==> config.mk <==
export PLATFORM = sky130hd
export DESIGN_NAME = mem_wb_elastic_reg
export DESIGN_NICKNAME = d
export VERILOG_FILES = /design/src/rtl/mem_wb_elastic_reg.sv
export SDC_FILE = /design/constraint.sdc
export NUM_CORES = 1
export LEC_CHECK = 0
export CORE_MARGIN = 5
export CORE_UTILIZATION = 55
export CTS_BUF_LIST = sky130_fd_sc_hd__clkbuf_4
export CTS_CLUSTER_DIAMETER = 60
export DETAILED_ROUTE_END_ITERATION = 12
export GPL_TIMING_DRIVEN = 0
export PLACE_DENSITY = 0.89
export SYNTH_ARGS = -nofsm -noshare
export SYNTH_HDL_FRONTEND = slang
export SYNTH_SLANG_ARGS = --single-unit
export TNS_END_PERCENT = 10
==> constraint.sdc <==
create_clock -name CLK -period 14.9 [get_ports CLK]
set_clock_uncertainty 0.15 [all_clocks]
set_input_delay 4.47 -clock CLK [delete_from_list [all_inputs] [get_ports CLK]]
set_output_delay 4.47 -clock CLK [all_outputs]
set_load 0.01 [all_outputs]
==> src/rtl/mem_wb_elastic_reg.sv <==
// ---------------------------------------------------------------------------
// mem_wb_elastic_reg
//
// Elastic MEM->WB pipeline register. It carries the write-back payload
// (write-back enable, memory-read enable, ALU result, memory read data,
// destination index) from the MEM stage to the WB stage under a valid/ready
// handshake. A one-entry skid register lets the block keep full throughput
// when WB applies backpressure: In_Ready is a function of the state and
// FREEZE only, so an entry that arrives in the same cycle as Out_Ready drops
// is parked in the skid register instead of being lost.
//
// Ports
//   CLK, RST          clock, asynchronous active-high reset
//   FREEZE            hold all state: nothing accepted, nothing released
//   FLUSH             synchronous bubble insert: drop held entries and input
//   In_Valid/In_Ready upstream handshake
//   *_In              incoming payload
//   Out_Valid/Out_Ready downstream handshake
//   *_Out             head-entry payload (control bits gated by Out_Valid)
//   Occupancy         number of held entries, 0..2
// ---------------------------------------------------------------------------
module mem_wb_elastic_reg #(
  parameter int DATA_W = 32,
  parameter int DEST_W = 4
) (
  input  logic              CLK,
  input  logic              RST,
  input  logic              FREEZE,
  input  logic              FLUSH,
  input  logic              In_Valid,
  output logic              In_Ready,
  input  logic              WB_EN_In,
  input  logic              MEM_R_EN_In,
  input  logic [DATA_W-1:0] ALU_Res_In,
  input  logic [DATA_W-1:0] Data_In,
  input  logic [DEST_W-1:0] Dest_In,
  output logic              Out_Valid,
  input  logic              Out_Ready,
  output logic              WB_EN_Out,
  output logic              MEM_R_EN_Out,
  output logic [DATA_W-1:0] ALU_Res_Out,
  output logic [DATA_W-1:0] Data_Out,
  output logic [DEST_W-1:0] Dest_Out,
  output logic [1:0]        Occupancy
);

  typedef enum logic [1:0] {
    EMPTY = 2'd0,
    ONE   = 2'd1,
    TWO   = 2'd2
  } state_t;

  state_t state;
  state_t next_state;

  logic main_valid;
  logic skid_valid;

  logic              main_wb_en;
  logic              main_mem_r_en;
  logic [DATA_W-1:0] main_alu_res;
  logic [DATA_W-1:0] main_data;
  logic [DEST_W-1:0] main_dest;

  logic              skid_wb_en;
  logic              skid_mem_r_en;
  logic [DATA_W-1:0] skid_alu_res;
  logic [DATA_W-1:0] skid_data;
  logic [DEST_W-1:0] skid_dest;

  logic accept;
  logic take;
  logic load_main_in;
  logic load_main_skid;
  logic load_skid_in;

  // In_Ready never looks at Out_Ready, which breaks the combinational
  // ready path between WB and MEM; the skid entry covers the one-cycle lag.
  assign In_Ready = !FREEZE && (state != TWO);
  assign accept   = In_Valid && In_Ready;
  assign take     = main_valid && Out_Ready && !FREEZE;

  // Next-state and load selection. FLUSH wins over everything, including
  // FREEZE, and suppresses every load so the offered input is dropped.
  always_comb begin
    next_state     = state;
    load_main_in   = 1'b0;
    load_main_skid = 1'b0;
    load_skid_in   = 1'b0;
    if (FLUSH) begin
      next_state = EMPTY;
    end else if (!FREEZE) begin
      case (state)
        EMPTY: begin
          if (accept) begin
            next_state   = ONE;
            load_main_in = 1'b1;
          end
        end
        ONE: begin
          if (accept && take) begin
            load_main_in = 1'b1;
          end else if (accept) begin
            next_state   = TWO;
            load_skid_in = 1'b1;
          end else if (take) begin
            next_state = EMPTY;
          end
        end
        TWO: begin
          if (take) begin
            next_state     = ONE;
            load_main_skid = 1'b1;
          end
        end
        default: begin
          next_state = EMPTY;
        end
      endcase
    end
  end

  // State register; the valid bits are registered alongside so Out_Valid is
  // a direct flop output with no decode in front of the WB stage.
  always_ff @(posedge CLK or posedge RST) begin
    if (RST) begin
      state      <= EMPTY;
      main_valid <= 1'b0;
      skid_valid <= 1'b0;
    end else begin
      state      <= next_state;
      main_valid <= (next_state != EMPTY);
      skid_valid <= (next_state == TWO);
    end
  end

  // Head payload: refilled either from the input (pass-through or
  // replace-on-take) or from the skid when the older entry drains.
  always_ff @(posedge CLK or posedge RST) begin
    if (RST) begin
      main_wb_en    <= 1'b0;
      main_mem_r_en <= 1'b0;
      main_alu_res  <= '0;
      main_data     <= '0;
      main_dest     <= '0;
    end else if (load_main_in) begin
      main_wb_en    <= WB_EN_In;
      main_mem_r_en <= MEM_R_EN_In;
      main_alu_res  <= ALU_Res_In;
      main_data     <= Data_In;
      main_dest     <= Dest_In;
    end else if (load_main_skid) begin
      main_wb_en    <= skid_wb_en;
      main_mem_r_en <= skid_mem_r_en;
      main_alu_res  <= skid_alu_res;
      main_data     <= skid_data;
      main_dest     <= skid_dest;
    end
  end

  // Skid payload: only written when an entry arrives while the head is
  // still waiting for WB.
  always_ff @(posedge CLK or posedge RST) begin
    if (RST) begin
      skid_wb_en    <= 1'b0;
      skid_mem_r_en <= 1'b0;
      skid_alu_res  <= '0;
      skid_data     <= '0;
      skid_dest     <= '0;
    end else if (load_skid_in) begin
      skid_wb_en    <= WB_EN_In;
      skid_mem_r_en <= MEM_R_EN_In;
      skid_alu_res  <= ALU_Res_In;
      skid_data     <= Data_In;
      skid_dest     <= Dest_In;
    end
  end

  // Control bits are masked when no entry is presented so a bubble can
  // never trigger a register-file write; the data fields just hold.
  assign Out_Valid    = main_valid;
  assign WB_EN_Out    = main_wb_en && main_valid;
  assign MEM_R_EN_Out = main_mem_r_en && main_valid;
  assign ALU_Res_Out  = main_alu_res;
  assign Data_Out     = main_data;
  assign Dest_Out     = main_dest;
  assign Occupancy    = {skid_valid, main_valid && !skid_valid};

endmodule
* Yosys cells after proc, flatten, opt, wreduce, memory -nomap -nowiden
Cells that the tools add are included.
** Operators by class
- Add/subtract/negate cells :: 0
- Equality and inequality tests :: 4
- Divide/modulo/power cells :: 0
- Muxes and demuxes :: 31
- Bitwise operators :: 0
- Order comparisons :: 0
- Reduce and logical (&&, ||, !) cells :: 13
- Multipliers :: 0
- Shift-type cells :: 0
** Operator list (count)
- 32-bit two-way mux :: 4
- 1-bit two-way mux :: 16
- 2-bit two-way mux :: 7
- 1-bit logical AND :: 8
- 4-bit two-way mux :: 2
- 2-bit one-hot mux with 3 select lines :: 1
- 2-bit == test (second input constant) :: 2
- 2-bit nonzero test :: 2
- 2-bit by 1-bit == test with 1-bit output (second input constant) :: 1
- 1-bit zero test :: 2
- 2-bit zero test :: 1
- 2-bit != test (second input constant) :: 1
- 1-bit one-hot mux with 2 select lines :: 1
** Storage, ports and cells
- Logic and storage cells :: 61
- Memories :: 0
- Flip-flop bits (word level) :: 144
- Latch bits :: 0
- Output and inout bits :: 74
- Memory bits (read-only) :: 0
- Memory bits (writable) :: 0

* Longest topological paths before layout
- Depth after elaboration :: 9
- Mapped depth :: 6
- Gate-level depth less buffers :: 3

* Worst setup path after synthesis
No wires, ideal clock.
- Path type :: input -> output
- From :: in FREEZE
- To :: out In_Ready
- Path slack :: 5516 ps
- Data required time :: 10280 ps
- Cell stages on the path :: 2
- Path buffers :: 1
- Arrival time :: 4764 ps
- Path through :: buf_6 nor2_1
** On the way
- Word-level cells in the longest chain between the ends :: 2
** Ends and longest elaborated chain
- start: declaration :: line 28 : input logic FREEZE,
- 1-bit zero test
- 1-bit logical AND :: line 79 : assign In_Ready = !FREEZE && (state != TWO);
- end: declaration :: line 31 : output logic In_Ready,
Every way passes these cells.

* Final worst setup path
Same ends and word-level chain as after synthesis.

==> impl_metrics.yaml <==
sta:
  setup_viol: 0
  fin_crit_sh_pct: 66.4
  maxSlewHeadroom_pct: 55.4
  max_slew.worst_pin.slew_ns: 0.667
  rsz0062_at_grt: "false"
  fmax_mhz: 101
  hold_viol: 0
  fin_tns_setup_ns: 0
  maxSlewViolCount: 0
  period_minus_slack_ns: 9.89
cts:
  cts_setup_buffers: 0
  clk_latency_ns: 0.52
  numCtsBuffers: 17
  cts.sinks: 144
  cts_resized: 0
  clk_pin_slew_ns: 0.10
  cts-htree-levels: 4
  cts_buffer_depth: 2
  root_buffer: "clkbuf_4"
  cts_tree: "done"
  cts_hold_buf: 0
global_routing:
  overflow: 0
  grt_max_degree: 84
  grt_pass1_wl_mm: 24.3
  track_usage_pct: 23.7
  antenna_found_initial: 1
  grt_pass1_vias: 4649
placement:
  gp_congestion: 0.801
  port_buffers: 148
  placed_area_sq_um: 7770
  hpwlAfterDp_mm: 10.6
die:
  row_count: 38
  core_area_sq_um: 10800
  fp.dieArea_sq_um: 13300
  fp.dieW_microns: 115
  dieHeight_microns: 115
  start_util_pct: 56.1
  io_pins: 150
yosys:
  ys_async_sr_fraction_pct: 100
  syn_nets: 503
  synth_top_area_share_pct: 59.2
  ys_seq_elements: 144
  ys.warnings.count: 0
  netlist_instances: 427
  yosys.area_share.adder_pct: 0
  synth_area_leaders: "dfrtp_1, mux2_2, a221o_1"
  synth_top_family_by_area: "compound AO/OA/AOI/OAI gates"
  synth_cell_type_count: 32
  synthMuxAreaShare_pct: 13.1
  synth_area_sq_um: 6090
  yosysTopAreaCell: "dfrtp_1"
  synth_compound_area_share_pct: 13.3
  synthXorXnorAreaFrac_pct: 0
  ys.flop_type: "dfrtp_1"
  synth-seq-area-share_pct: 59.2
  synth-simple-area-share_pct: 9.21
  avgSynthCellArea_sq_um: 14.3
  synth_edf_count: 0
critical_path:
  path_cells: "buf_6 -> nor2_1 -> clkdlybuf4s50_1"
  crit_type: "input port to primary output"
  cp.required_ns: 10.28
  cp_num_buf_inv: 2
  arrival_ns: 5.27
  cp_slowest_stage_delay_ns: 0.59
  slowest_stage: "clkdlybuf4s50_1"
  cp_max_fo: 9
  cp-start-kind: "input port"
  crit_family: "buffers and inverters"
  worstSetupEndpointType: "primary output"
pwr:
  peakVddDrop_mv: 0.0792
  power.leakage_nw: 3.86
  pwr_density_cell_nw_per_um2: 115
  total_power_mw: 0.916
layout:
  synthToLayoutAreaGrowth_pct: 30.7
  fillers: 739
  fin_nets: 671
  design_area_sq_um: 7960
  final_layout_size_suffix_gt1_share_pct: 21.8
  final_common_cell: "clkdlybuf4s50_1"
  mostFrequentLayoutCells: "clkdlybuf4s50_1, dfrtp_1, mux2_2, and3_1, a221o_1"
route:
  drt_iter0_drc: 344
  drc: 0
  routedWlPerCell_microns: 20.4
  totalWireLength_mm: 15.2
  ant_nets: 0
  via_count: 4438
  vias_per_cell: 5.97
  first_pass_iters: 5
min_path:
  worstHoldPathType: "register to register"
job:
  cap_violations: 0
outcome:
  status: "completed"
-- cells in the mapped netlist, types with 2 or more instances --
master and instances:
a21oi_1 3, and2b_2 2, buf_2 7, clkbuf_8 3
inv_1 3, a221o_1 70, dfrtp_1 144, nor2_1 2
mux2_2 70, buf_6 13, and2_1 2, nor2b_1 2
clkbuf_1 14, buf_4 4, o21ai_0 2, and3_1 70
-- layer usage --
metal | track usage [%] | vias to the layer above | routed length (microns) | part of all wire (%)
met5 | 0 | - | 0 | 0
li1 | - | 1985 | - | -
met1 | 30.9 | 2264 | 6340 | 42
met3 | 6.42 | 17 | 966 | 6.4
met4 | 6.49 | 0 | 185 | 1.2
met2 | 39.4 | 172 | 7700 | 51
-- registers in the layout (all words and copies together), names as in the netlist --
register	count
Out_Valid	1
skid_wb_en	1
skid_valid	1
skid_dest	4
skid_data	32
Data_Out	32
state	2
main_wb_en	1
main_mem_r_en	1
ALU_Res_Out	32
skid_alu_res	32
Dest_Out	4
skid_mem_r_en	1
-- metrics by stage --
step / worst slack [ns] / utilization [%] / hold slack, ns / std cells
5_1_grt: 5.00 / 73.4 / 0.376 / 743
2_1_floorplan: 5.52 / - / 0.321 / 427
3_3_place_gp: 4.73 / 71.4 / 0.330 / 715
3_5_place_dp: 5.01 / 71.7 / 0.340 / 716
6_report: 5.01 / 73.4 / 0.362 / 743
4_1_cts: 5.01 / 73.4 / 0.356 / 742
-- logic make-up after synthesis --
logic type,Yosys count
flops,144
simple gates,85
compound gates,83
mux,71
buf+inv,44
-- cell type report --
class | instances | area (sq um) | share of cell area [%]
sequential | 144 | 3600 | 45.3
clock inverter | 5 | 21.3 | 0.267
tap | 140 | 175 | 2.20
timing repair buffer | 149 | 1510 | 19.0
buffer | 41 | 305 | 3.84
inverter | 3 | 16.3 | 0.204
multi-input combinational | 239 | 2170 | 27.2
clock buffer | 21 | 158 | 1.98
antenna | 1 | 2.50 | 0.0315
-- where the power goes --
| part | internal, mW | switching, mW |
|---|---|---|
| clock | 0.0658 | 0.119 |
| sequential | 0.462 | 0.0436 |
| combinational | 0.143 | 0.0823 |
| total | 0.671 | 0.245 |
-- worst paths after layout --
check                                     startpoint                     endpoint  slack, ns  cells after the start
min                        skid_data[20]$_DFFE_PP0P_     Data_Out[20]$_DFFE_PP0P_       0.36                      1
min in group asynchronous                        RST  skid_alu_res[4]$_DFFE_PP0P_       4.24                      2
max                                           FREEZE                     In_Ready       5.01                      3
max in group asynchronous                        RST    main_mem_r_en$_DFFE_PP0P_       9.56                      3
max reg2reg                       state[1]$_DFF_PP0_  ALU_Res_Out[13]$_DFFE_PP0P_      12.69                      5
min reg2reg                skid_data[20]$_DFFE_PP0P_     Data_Out[20]$_DFFE_PP0P_       0.36                      1
Power figures use the tool's default switching activity.
